`config.mk`:
```
export PLATFORM = sky130hd
export DESIGN_NAME = switch_sequencer
export DESIGN_NICKNAME = d
export VERILOG_FILES = /design/src/rtl/switch_seq_pkg.sv /design/src/rtl/sync2.sv /design/src/rtl/switch_sequencer.sv
export SDC_FILE = /design/constraint.sdc
export NUM_CORES = 1
export LEC_CHECK = 0
export BUFFER_PORTS_ARGS = -buffer_cell sky130_fd_sc_hd__buf_2
export CAP_MARGIN = 15
export CORE_UTILIZATION = 48
export CTS_CLUSTER_DIAMETER = 40
export DETAILED_ROUTE_END_ITERATION = 10
export PLACE_DENSITY = 0.65
export SLEW_MARGIN = 20
export SYNTH_ARGS = -nofsm -noshare
export SYNTH_HDL_FRONTEND = slang
export SYNTH_SLANG_ARGS = --single-unit
```
`constraint.sdc`:
```
create_clock -name clk -period 2.73 [get_ports clk]
set_clock_uncertainty 0.1 [all_clocks]
set_input_delay 0.273 -clock clk [delete_from_list [all_inputs] [get_ports clk]]
set_output_delay 0.273 -clock clk [all_outputs]
set_load 0.1 [all_outputs]
```
`src/rtl/switch_seq_pkg.sv`:
```
// rtl/switch_seq_pkg.sv - shared FSM state type and default widths for switch_sequencer
package switch_seq_pkg;

   localparam int CNT_W_DEFAULT   = 16;
   localparam int BURST_W_DEFAULT = 8;

   typedef enum logic [1:0] {
      ST_IDLE = 2'd0,
      ST_RUN  = 2'd1,
      ST_DONE = 2'd2
   } seq_state_t;

endpackage

```
`src/rtl/sync2.sv`:
```
// rtl/sync2.sv - two-flop level synchronizer for start/stop (used with SWITCH_SEQ_SYNC_EN)
module sync2 (
   input  logic clk,
   input  logic reset,
   input  logic d,
   output logic q
);

   logic meta;

   always_ff @(posedge clk or negedge reset) begin
      if (!reset) begin
         meta <= 1'b0;
         q    <= 1'b0;
      end else begin
         meta <= d;
         q    <= meta;
      end
   end

endmodule

```
`src/rtl/switch_sequencer.sv`:
```
// rtl/switch_sequencer.sv - periodic enable_condition pulse sequencer; SWITCH_SEQ_SYNC_EN adds start/stop synchronizers
module switch_sequencer
   import switch_seq_pkg::*;
#(
   parameter int CNT_W   = CNT_W_DEFAULT,
   parameter int BURST_W = BURST_W_DEFAULT
) (
   input  logic               clk,
   input  logic               reset,
   input  logic               start,
   input  logic               stop,
   input  logic [CNT_W-1:0]   period,
   input  logic [BURST_W-1:0] burst_len,
   output logic               enable_condition,
   output logic               busy,
   output logic               done,
   output logic               aborted,
   output logic [BURST_W-1:0] pulse_count
);

   logic start_i;
   logic stop_i;

`ifdef SWITCH_SEQ_SYNC_EN
   sync2 u_sync_start (.clk(clk), .reset(reset), .d(start), .q(start_i));
   sync2 u_sync_stop  (.clk(clk), .reset(reset), .d(stop),  .q(stop_i));
`else
   assign start_i = start;
   assign stop_i  = stop;
`endif

   seq_state_t         state, state_n;
   logic [CNT_W-1:0]   per_q, per_n;
   logic [CNT_W-1:0]   cnt_q, cnt_n;
   logic [BURST_W-1:0] blen_q, blen_n;
   logic [BURST_W-1:0] pc_n;
   logic               en_n, busy_n, done_n, ab_n;

   always_ff @(posedge clk or negedge reset) begin
      if (!reset) begin
         state            <= ST_IDLE;
         per_q            <= '0;
         cnt_q            <= '0;
         blen_q           <= '0;
         pulse_count      <= '0;
         enable_condition <= 1'b0;
         busy             <= 1'b0;
         done             <= 1'b0;
         aborted          <= 1'b0;
      end else begin
         state            <= state_n;
         per_q            <= per_n;
         cnt_q            <= cnt_n;
         blen_q           <= blen_n;
         pulse_count      <= pc_n;
         enable_condition <= en_n;
         busy             <= busy_n;
         done             <= done_n;
         aborted          <= ab_n;
      end
   end

   // cnt_q counts down to 1; the edge that sees 1 issues the pulse and reloads
   // the latched period, so the first pulse lands exactly period edges after start.
   always_comb begin
      state_n = state;
      per_n   = per_q;
      cnt_n   = cnt_q;
      blen_n  = blen_q;
      pc_n    = pulse_count;
      en_n    = 1'b0;
      done_n  = 1'b0;
      ab_n    = aborted;
      case (state)
         ST_IDLE: begin
            if (start_i && !stop_i) begin
               per_n   = (period == '0) ? CNT_W'(1) : period;
               cnt_n   = per_n;
               blen_n  = burst_len;
               pc_n    = '0;
               ab_n    = 1'b0;
               state_n = ST_RUN;
            end
         end
         ST_RUN: begin
            if (stop_i) begin
               ab_n    = 1'b1;
               state_n = ST_DONE;
            end else if (cnt_q == CNT_W'(1)) begin
               en_n  = 1'b1;
               pc_n  = pulse_count + BURST_W'(1);
               cnt_n = per_q;
               if ((blen_q != '0) && (pc_n == blen_q))
                  state_n = ST_DONE;
            end else begin
               cnt_n = cnt_q - CNT_W'(1);
            end
         end
         ST_DONE: begin
            done_n  = 1'b1;
            state_n = ST_IDLE;
         end
         default: state_n = ST_IDLE;
      endcase
      busy_n = (state_n == ST_RUN);
   end

endmodule

```
==> summary.md, run 1 <==
| Metric | Value |
|---|---|
| Seq pwr share | 49.9% |
| Vias/cell | 5.94 |
| Status | completed |
| Multi-input gate area | 1630 sq um |
| Fill cells | 574 |
| Detailed-placement wirelength estimate | 5.47 mm |
| Initial Utilization | between 50% and 60% |
| Port Buffers | 39 |
| H-tree depth | 2 |
| Gate power share | 29.1% |
| Detail Route Antenna Nets | 0 |
| CP required | 2.83 ns |
| Max-slew violations | 0 |
| Sequential-to-total area share from yosys stat | around 44% |
| Initial antenna violation count | 0 |
| Minimum clock period | 2.26 ns |
| CTS Sinks | 54 |
| WP data arrival | 2.36 ns |
| Cell Int Power | 1.37 mW |
| Layout overhead on the synthesized area | 12.4% |
| Worst reg2reg endpoint | cnt_q[2]$_DFFE_PN0P_ |
| YS warnings | 0 |
| EDFF count, synth | 0 |
| Hold Path Depth | 3 |
| Drt drc | 0 |
| Startpoint Class | flip-flop |
| Post-Route Setup TNS | 0 ns |
| Hold crit path type | input pin to flip-flop |
| Worst Setup End Kind | flip-flop |
| CP Class | flip-flop to flip-flop |
| CTS tree | done |
| Worst reg2reg startpoint | cnt_q[10]$_DFFE_PN0P_ |
| Final setup margin | 0.473 ns |
| Diodes inserted | 0 |
| Clock Tree Root | clkbuf_8 |
| Clock Power Share | 21.0% |
| Worst rel slew slack | a little under half |
| Initial DRC Count | 165 |
| Dominant synthesized flop cell | dfrtp_1 |
| Pre-CTS WS | ~0.48 ns |
| Row count | 28 |
| Core box area | a little over 6000 sq um |
| Wirelength, routed | 7.82 mm |
| Peak VDD IR | between 300 and 400 uV |
| Worst R2R Path Depth | 5 |
| Period utilization | between 80% and 90% |
| Synth top cells by count | nand2_1 (91), dfrtp_1 (54), a21oi_1 (22) |
| Switching share of power | between 30 and 40% |
| Die height | between 80 and 90 microns |
| Via count of the routed design | 2798 |
| Later-pin clock latency in the skew report | 0.32 ns |
| P_leak | 1.58 nW |
| Fmax | 443 MHz |
| Synthesized area | 3090 sq um |
| Global placer's final weighted congestion | 0.891 |
| RSZ-0062 raised after global routing | no |
| Layout Nets | 426 |
| Post-synth top area cell | dfrtp_1 |
| Reg area | 1350 sq um |
| Syn avg cell area | 8.64 sq um |
| Min-delay src | burst_len[3] |
| First-pass GRT wire length | approximately 13 mm |
| Min-Delay Endpoint | blen_q[3]$_DFFE_PN0P_ |
| Pwr per Cell Area | 657 nW/um^2 |
| Drt first pass iters | 4 |
| Wire per inst | 16.6 microns |
| Final Hold Fails | 0 |
| Die area | 6770 sq um |
| CTS buffer count | 5 |
| Top-count cell post-synth | nand2_1 |
| Post-synthesis net count | 389 |
| Critical Path Fanout Max | 14 |
| Largest cells by area after synthesis | dfrtp_1 (44%), nand2_1 (11%), a21oi_1 (3.6%) |
| Top cell type's share of synthesized area | 43.7% |
| Largest net degree at the start of global routing | 42 |
| Synth async-reset ratio | 100% |
| Library cells used by synthesis | 53 |
| I/O pin total | 40 |
| # setup viols final | 0 |
| Ratio of cells with drive above 1 in the final layout | 16.7% |
| Total of max-cap violations | 0 |
| #FFs+latches synth | 54 |
| R2R Setup Slk | about 0.47 ns |
| GRT Util Overall | 25.7% |
| Worst-Margin Slew | 0.819 ns |
| # resized after CTS | 0 |
| Synth Instances | 358 |
| Clock Tree Buf Depth | 2 |
| Sw Pwr | 0.913 mW |
| Die X | 82.3 microns |
| Vias in the first global route | ~2600 |
| Clock Pin Slew Worst Setup and Hold Paths | ~0.11 ns |
| Gr ovfl total | 0 |
-- sequential cells by signal (all words and copies together) (netlist names), 2 cells and up --
register     cells
pulse_count      8
blen_q           8
cnt_q           16
state            2
per_q           16
-- timing repair --
action	4_1_cts	5_1_grt
buffers inserted	0	0
endpoints found under the setup margin	0	0
hold buffers	1	0
endpoints found under the hold margin	13	0
-- power groups by stage --
| stage | registers (mW) | logic [mW] | clock network [mW] |
|---|---|---|---|
| 4_1_cts | 1.14 | 0.666 | 0.486 |
| 5_1_grt | 1.16 | 0.735 | 0.518 |
| 2_1_floorplan | 1.23 | 0.399 | 0 |
| 6_report | 1.14 | 0.664 | 0.480 |
| 3_3_place_gp | 1.15 | 0.651 | 0 |
| 3_5_place_dp | 1.15 | 0.661 | 0 |
-- per-layer routing --
| layer | up-vias | global-route usage [%] | share of wire [%] | wire [microns] |
|---|---|---|---|---|
| li1 | 1349 | - | - | - |
| met3 | 8 | 3.96 | 5.0 | 392 |
| met5 | - | 0 | 0 | 0 |
| met1 | 1363 | 37.7 | 49 | 3840 |
| met4 | 0 | 7.19 | 1.1 | 88 |
| met2 | 78 | 39.1 | 45 | 3500 |
-- layout make-up --
class	instances	share of cell area, %
Tap cell	75	2.70
Clock buffer	5	1.98
Multi-Input combinational cell	278	46.9
Clock inverter	3	0.756
Inverter	5	0.540
Timing Repair Buffer	51	8.28
Sequential cell	54	38.9
-- cell usage in the layout, fill, tap and decap left out, types with 3 or more instances in the layout --
cell type / count
clkinv_4: 3
mux2i_1: 5
a21o_1: 3
nand3_1: 10
or4_1: 6
nor2b_1: 3
buf_2: 39
o31ai_1: 5
o211ai_1: 6
a21oi_1: 22
nor4_1: 7
inv_1: 5
o21ai_1: 5
o22ai_1: 3
nand4_1: 3
nor2_1: 13
o21ai_0: 17
xnor2_1: 8
ha_1: 3
nand2_1: 91
buf_4: 11
xor2_1: 8
nand2b_1: 5
a31oi_1: 6
nor3_1: 7
or3_1: 5
dfrtp_1: 54
clkbuf_8: 5
-- worst max path at each step --
stage / slack (ns) / depth (start not counted) / endpoint / from
2_1_floorplan: 0.05 / 6 / busy$_DFF_PN0_ / pulse_count[0]$_DFFE_PN0P_
3_3_place_gp: 0.53 / 5 / cnt_q[3]$_DFFE_PN0P_ / cnt_q[10]$_DFFE_PN0P_
3_5_place_dp: 0.48 / 5 / cnt_q[2]$_DFFE_PN0P_ / cnt_q[10]$_DFFE_PN0P_
4_1_cts: 0.46 / 5 / cnt_q[2]$_DFFE_PN0P_ / cnt_q[10]$_DFFE_PN0P_
5_1_grt: 0.33 / 5 / cnt_q[4]$_DFFE_PN0P_ / cnt_q[10]$_DFFE_PN0P_
6_report: 0.47 / 5 / cnt_q[2]$_DFFE_PN0P_ / cnt_q[10]$_DFFE_PN0P_
-- stage by stage --
| step | power (mW) | util, % | instances | hold slack [ns] | area (sq um) |
|---|---|---|---|---|---|
| detailed placement | 1.81 | 55.6 | 462 | 0.0905 | 3370 |
| finish | 2.28 | 57.3 | 471 | 0.0308 | 3480 |
| CTS | 2.29 | 57.3 | 471 | 0.0273 | 3480 |
| floorplan | 1.63 | - | 358 | -0.123 | 3090 |
| global route | 2.42 | 57.3 | 471 | 0.0338 | 3480 |
| global placement | 1.80 | 55.6 | 462 | 0.0898 | 3370 |
-- critical path: stages (launching register included) --
cell	delay, ns
dfrtp_1	0.47
or4_1	0.59
nor3_2	0.23
nand3_2	0.34
o211ai_1	0.29
a31oi_1	0.11
-- cell families (layout without fill, tap and decap cells) --
logic type               count (synthesis)  count (layout)  share of synthesized area, %
buffers and inverters                   26              64                          3.68
AND/OR/NAND/NOR                        167             167                          27.2
XOR/XNOR                                16              16                          4.53
flip-flops                              54              54                          43.7
multiplexers                             5               5                          1.62
AO/OA/AOI/OAI                           87              87                          18.1
adder cells (fa/ha/maj)                  3               3                          1.21
Note: power is estimated with default switching activity, not from simulation.
==> run 2, diff against run 1 <==
==> constraint.sdc (replaced) <==
create_clock -name clk -period 2.1 [get_ports clk]
set_clock_uncertainty 0.1 [all_clocks]
set_input_delay 0.21 -clock clk [delete_from_list [all_inputs] [get_ports clk]]
set_output_delay 0.21 -clock clk [all_outputs]
set_load 0.1 [all_outputs]
==> summary.md, run 2 (synthesized netlist as in run 1, its figures left out) <==
| Metric | Value |
|---|---|
| Worst Setup End Kind | flip-flop (unchanged) |
| Pwr Total | 3.37 mW (was 2.28 mW) |
| Max-slew violations | 0 (unchanged) |
| Clock Tree Root | clkbuf_8 (unchanged) |
| Drt drc | 0 (unchanged) |
| Row count | 28 (unchanged) |
| Startpoint Class | flip-flop (unchanged) |
| Pwr per Cell Area | 856 nW/um^2 (was 657 nW/um^2) |
| Most frequent cells in the layout | nand2_1 (91), dfrtp_1 (43), buf_2 (39), buf_4 (30), a21oi_1 (20) (was nand2_1 (91), dfrtp_1 (54), buf_2 (39), a21oi_1 (22), o21ai_0 (17)) |
| Diodes inserted | 0 (unchanged) |
| Via count of the routed design | 2933 (was 2798) |
| Minimum clock period | 2.13 ns (was 2.26 ns) |
| Wirelength, routed | 8.68 mm (was 7.82 mm) |
| Die X | 82.3 microns (unchanged) |
| Core box area | 6060 sq um (unchanged) |
| Finished Layout Cells | 501 (was 471) |
| Die area | 6770 sq um (unchanged) |
| RSZ-0062 raised after global routing | yes (was no) |
| Detail Route Antenna Nets | 0 (unchanged) |
| Reg area | 1380 sq um (was 1350 sq um) |
| CP Class | flip-flop to flip-flop (unchanged) |
| Top flop regs | cnt_q: 16 flops, per_q: 16 flops (unchanged) |
| CTS tree | done (unchanged) |
| Placed Cells | 477 (was 462) |
| Total of max-cap violations | 0 (unchanged) |
| Later-pin clock latency in the skew report | 0.31 ns (was 0.32 ns) |
| Largest net degree at the start of global routing | 36 (was 42) |
| WP data arrival | 2.23 ns (was 2.36 ns) |
| CTS buffer count | 5 (unchanged) |
| Multi-input gate area | 1730 sq um (was 1630 sq um) |
| Pre-CTS WS | -0.0272 ns (was 0.482 ns) |
| Initial Utilization | 51.0% (unchanged) |
| Hold crit path type | input pin to flip-flop (unchanged) |
| I/O pin total | 40 (unchanged) |
| Die height | 82.3 microns (unchanged) |
| Fill cells | 529 (was 574) |
| Detailed-placement wirelength estimate | 5.88 mm (was 5.47 mm) |
| Initial antenna violation count | 0 (unchanged) |
| Worst-Margin Slew | 0.593 ns (was 0.819 ns) |
| Peak VDD IR | 481 uV (was 375 uV) |
| Drt first pass iters | 5 (was 4) |
| Final Hold Fails | 0 (unchanged) |
| Final setup margin | -0.0286 ns (was 0.473 ns) |
| Clock Tree Buf Depth | 2 (unchanged) |
| Ratio of cells with drive above 1 in the final layout | 26.3% (was 16.7%) |
| Vias in the first global route | 2833 (was 2566) |
| H-tree depth | 2 (unchanged) |
| Port Buffers | 39 (unchanged) |
| Layout overhead on the synthesized area | 27.4% (was 12.4%) |
| First-pass GRT wire length | 14.1 mm (was 13.0 mm) |
| Status | complete, but fails checks (was completed) |
| Wire per inst | 17.3 microns (was 16.6 microns) |
| # setup viols final | 2 (was 0) |
| Hold WS | 0.00981 ns (was 0.0308 ns) |
| Clock Pin Slew Worst Setup and Hold Paths | 0.10 ns (was 0.11 ns) |
| Global placer's final weighted congestion | 0.933 (was 0.891) |
| P_leak | 1.77 nW (was 1.58 nW) |
| Commonest non-fill, non-tap cell in the layout | nand2_1 (unchanged) |
| Post-Route Setup TNS | -0.0406 ns (was 0 ns) |
| GRT Util Overall | 27.9% (was 25.7%) |
| CTS Sinks | 54 (unchanged) |
| Initial DRC Count | 244 (was 165) |
| Critical Path Fanout Max | 3 (was 14) |
| Fmax | 470 MHz (was 443 MHz) |
| CP required | 2.20 ns (was 2.83 ns) |
| Gr ovfl total | 0 (unchanged) |
| Period utilization | 101% (was 82.7%) |
| Failing checks | setup timing |
| Layout Nets | 456 (was 426) |
| Worst rel slew slack | 60.4% (was 45.4%) |
| Vias/cell | 5.85 (was 5.94) |
## run 2: cell types whose count changed in the layout (fill, tap and decap cells not counted), sizes merged
cell / before / now
buf: 50 / 72
dlygate4sd3: 1 / 8
clkinv: 3 / 0
bufinv: 0 / 2
clkbuf: 5 / 7
## run 2: path summary, 6_finish.rpt
check,slack [ns],depth (start not counted),to,start
setup / recovery,-0.03,6,state[0]$_DFF_PN0_,pulse_count[1]$_DFFE_PN0P_
setup reg to reg,-0.03,6,state[0]$_DFF_PN0_,pulse_count[1]$_DFFE_PN0P_
hold / removal,0.01,3,blen_q[5]$_DFFE_PN0P_,burst_len[5]
min in group asynchronous,0.28,2,per_q[3]$_DFFE_PN0P_,reset
hold reg to reg,0.38,2,per_q[13]$_DFFE_PN0P_,per_q[13]$_DFFE_PN0P_
max in group asynchronous,1.04,3,cnt_q[9]$_DFFE_PN0P_,reset
## run 2: area by class of cell
type | instances | area share (%)
Tap cell | 75 | 2.38
Clock buffer | 6 | 2.10
Multi-Input combinational cell | 278 | 43.9
Inverter | 5 | 0.476
Timing Repair Buffer | 81 | 14.6
Sequential cell | 54 | 35.0
Clock inverter | 2 | 1.52
## run 2: metal layers
layer	share of wire, %	vias to the layer above	wire length [microns]	track usage (%)
met3	5.1	12	447	6.37
met4	1.2	0	108	6.67
met2	46	99	3970	43.1
met5	0	-	0	0
met1	48	1408	4160	39.4
li1	-	1414	-	-
## run 2: metrics by stage
stage / utilization (%) / instance area, sq um
finish: 65.0 / 3940
global route: 65.0 / 3940
CTS: 62.4 / 3780
detailed placement: 58.3 / 3540
global placement: 58.3 / 3540
floorplan: - / 3140
## run 2: repair_timing
action / CTS / global route
endpoints found under the setup margin: 3 / 24
hold buffers: 8 / 0
cloned: 0 / 1
resized for setup: 3 / 19
endpoints found under the hold margin: 26 / 0
pin swaps: 0 / 5
buffers inserted: 0 / 7
## run 2: critical path, cell delays in order (launching register included)
cell      delay [ns]
dfrtp_4         0.51
ha_4            0.25
xor2_1          0.14
a311oi_1        0.20
o211ai_1        0.15
a2111o_1        0.41
o31a_1          0.26
## run 2: report_power, final
group | internal (mW) | switching, mW
Combinational | 0.393 | 0.619
Sequential | 1.24 | 0.253
Clock | 0.509 | 0.358
==> run 3, diff against run 2 <==
--- a/config.mk
+++ b/config.mk
@@ -6,11 +6,11 @@
 export NUM_CORES = 1
 export LEC_CHECK = 0
 export BUFFER_PORTS_ARGS = -buffer_cell sky130_fd_sc_hd__buf_2
-export CAP_MARGIN = 15
-export CORE_UTILIZATION = 48
+export CAP_MARGIN = 30
+export CORE_UTILIZATION = 35
 export CTS_CLUSTER_DIAMETER = 40
 export DETAILED_ROUTE_END_ITERATION = 10
-export PLACE_DENSITY = 0.65
+export PLACE_DENSITY = 0.5
 export SLEW_MARGIN = 20
 export SYNTH_ARGS = -nofsm -noshare
 export SYNTH_HDL_FRONTEND = slang
==> constraint.sdc (replaced) <==
create_clock -name clk -period 2.3 [get_ports clk]
set_clock_uncertainty 0.1 [all_clocks]
set_input_delay 0.23 -clock clk [delete_from_list [all_inputs] [get_ports clk]]
set_output_delay 0.23 -clock clk [all_outputs]
set_load 0.1 [all_outputs]
==> summary.md, run 3 (synthesized netlist as in run 1, its figures left out) <==
| Metric | Value |
|---|---|
| GRT Util Overall | 20.9% (was 27.9%) |
| RSZ-0062 raised after global routing | no (was yes) |
| Hold crit path type | input pin to flip-flop (unchanged) |
| Clock Tree Root | clkbuf_8 (unchanged) |
| Initial antenna violation count | 0 (unchanged) |
| Drt first pass iters | 4 (was 5) |
| Via count of the routed design | 2780 (was 2933) |
| Vias/cell | 5.36 (was 5.85) |
| Cells along the critical path | ha_1 -> xor2_1 -> a311oi_1 -> o211ai_1 -> a2111o_1 -> o31a_1 (was ha_4 -> xor2_1 -> a311oi_1 -> o211ai_1 -> a2111o_1 -> o31a_1) |
| Port Buffers | 39 (unchanged) |
| Total of max-cap violations | 0 (unchanged) |
| Detail Route Antenna Nets | 0 (unchanged) |
| # setup viols final | 0 (was 2) |
| Core box area | 8380 sq um (was 6060 sq um) |
| Fmax | 458 MHz (was 470 MHz) |
| WP data arrival | 2.29 ns (was 2.23 ns) |
| Initial Utilization | 36.9% (was 51.0%) |
| Met1 usage | 31.9% (was 39.4%) |
| CTS tree | done (unchanged) |
| Post-route cell area | 3720 sq um (was 3940 sq um) |
| Later-pin clock latency in the skew report | 0.31 ns (about the same) |
| Minimum clock period | 2.18 ns (was 2.13 ns) |
| Gr ovfl total | 0 (unchanged) |
| Clock Pin Slew Worst Setup and Hold Paths | 0.11 ns (was 0.10 ns) |
| CP required | 2.41 ns (was 2.20 ns) |
| Startpoint Class | flip-flop (unchanged) |
| Drt drc | 0 (unchanged) |
| Global placer's final weighted congestion | 0.837 (was 0.933) |
| Peak VDD IR | 302 uV (was 481 uV) |
| Crit path buffers/inverters | 0 (unchanged) |
| Die X | 96.0 microns (was 82.3 microns) |
| Detailed-placement wirelength estimate | 6.18 mm (was 5.88 mm) |
| Status | completed (was complete, but fails checks) |
| Most frequent cells in the layout | nand2_1 (91), dfrtp_1 (46), buf_2 (39), a21oi_1 (22), buf_4 (20) (was nand2_1 (91), dfrtp_1 (43), buf_2 (39), buf_4 (30), a21oi_1 (20)) |
| Wirelength, routed | 8.69 mm (was 8.68 mm) |
| Multi-input gate area | 1630 sq um (was 1730 sq um) |
| Initial DRC Count | 115 (was 244) |
| First-pass GRT wire length | 14.5 mm (was 14.1 mm) |
| Met2 Use GR | 30.9% (was 43.1%) |
| Row count | 33 (was 28) |
| Placed Cells | 503 (was 477) |
| Layout overhead on the synthesized area | 20.2% (was 27.4%) |
| Worst-Margin Slew | 0.578 ns (was 0.593 ns) |
| # Post-CTS Setup Buffers | 0 (unchanged) |
| Period utilization | 95.0% (was 101%) |
| Top flop regs | cnt_q: 16 flops, per_q: 16 flops (unchanged) |
| CTS buffer count | 5 (unchanged) |
| P_leak | 1.66 nW (was 1.77 nW) |
| Die height | 96.0 microns (was 82.3 microns) |
| Worst rel slew slack | 61.5% (was 60.4%) |
| Diodes inserted | 0 (unchanged) |
| H-tree depth | 2 (unchanged) |
| I/O pin total | 40 (unchanged) |
| CTS Sinks | 54 (unchanged) |
| Post-Route Setup TNS | 0 ns (was -0.0406 ns) |
| Die area | 9210 sq um (was 6770 sq um) |
| Slowest cell delay on critical path | 0.51 ns (about the same) |
| Pwr per Cell Area | 743 nW/um^2 (was 856 nW/um^2) |
| Vias in the first global route | 2716 (was 2833) |
| CP max-delay cell | dfrtp_4 (unchanged) |
| Wire per inst | 16.7 microns (was 17.3 microns) |
| Finished Layout Cells | 519 (was 501) |
| Critical Path Fanout Max | 5 (was 3) |
| CP Class | flip-flop to flip-flop (unchanged) |
| Commonest non-fill, non-tap cell in the layout | nand2_1 (unchanged) |
| Fill cells | 870 (was 529) |
| GR Layer Usage met3 | 3.00% (was 6.37%) |
| GR peak layer | met1 (was met2) |
| Largest net degree at the start of global routing | 27 (was 36) |
| Dpl cell area | 3540 sq um (about the same) |
| Reg area | 1370 sq um (was 1380 sq um) |
| Ratio of cells with drive above 1 in the final layout | 20.8% (was 26.3%) |
| Max-slew violations | 0 (unchanged) |
| Worst Setup End Kind | flip-flop (unchanged) |
| Final Hold Fails | 0 (unchanged) |
| Clock Tree Buf Depth | 2 (unchanged) |
| Layout Nets | 444 (was 456) |
| Critical path's top delay family | compound AO/OA/AOI/OAI gates (unchanged) |
[run 3: cell types whose count changed in the layout (fill, tap and decap cells not counted), sizes merged]
cell      delta
buf         -11
bufinv       -2
clkbuf       -2
clkinv       +1
clkinvlp     +1
inv          +1
[run 3: metal layers]
| layer | up-vias | routed length (microns) |
|---|---|---|
| li1 | 1389 | - |
| met2 | 52 | 3750 |
| met1 | 1334 | 4590 |
| met4 | 0 | 62 |
| met3 | 5 | 287 |
| met5 | - | 0 |
[run 3: final timing paths]
| path | from | endpoint | slack (ns) | cells after the start |
|---|---|---|---|---|
| worst max-delay path | pulse_count[1]$_DFFE_PN0P_ | state[0]$_DFF_PN0_ | 0.12 | 6 |
| worst min-delay path | period[4] | per_q[4]$_DFFE_PN0P_ | 0.03 | 3 |
| worst max register to register | pulse_count[1]$_DFFE_PN0P_ | state[0]$_DFF_PN0_ | 0.12 | 6 |
| worst min register to register | per_q[11]$_DFFE_PN0P_ | per_q[11]$_DFFE_PN0P_ | 0.38 | 2 |
| max in group asynchronous | reset | busy$_DFF_PN0_ | 1.07 | 3 |
| min in group asynchronous | reset | per_q[3]$_DFFE_PN0P_ | 0.33 | 2 |
[run 3: cell type report]
cell class | instances | area share (%)
Inverter | 5 | 0.505
Clock inverter | 3 | 0.673
Multi-Input combinational cell | 278 | 44.0
Sequential cell | 54 | 37.0
Timing Repair Buffer | 69 | 12.5
Clock buffer | 5 | 1.85
Tap cell | 105 | 3.53
[run 3: timing repair]
| action | 4_1_cts | 5_1_grt |
|---|---|---|
| hold buffers | 8 | 0 |
| resized for setup | 0 | 1 |
| endpoints found under the setup margin | 0 | 8 |
| hold endpoints to repair | 29 | 0 |
[run 3: through the flow]
stage          hold WS, ns  util, %  setup slack (ns)  power, mW
2_1_floorplan       -0.166        -            0.0132       1.94
3_3_place_gp         0.161     42.2             0.128       2.19
3_5_place_dp         0.183     42.2             0.103       2.20
4_1_cts             0.0131     44.3            0.0716       2.79
5_1_grt             0.0385     44.3            0.0371       2.94
6_report            0.0311     44.3             0.116       2.76
[run 3: power breakdown]
group	total (mW)	switching (mW)	internal, mW
Sequential	1.35	0.215	1.13
Combinational	0.844	0.529	0.315
Clock	0.572	0.351	0.221
Total	2.76	1.10	1.67
[run 3: worst reg2reg max path: stages (launching register included)]
cell and delay, ns:
dfrtp_4 0.51, ha_1 0.31, xor2_1 0.15, a311oi_1 0.22, o211ai_1 0.13, a2111o_1 0.40, o31a_1 0.26
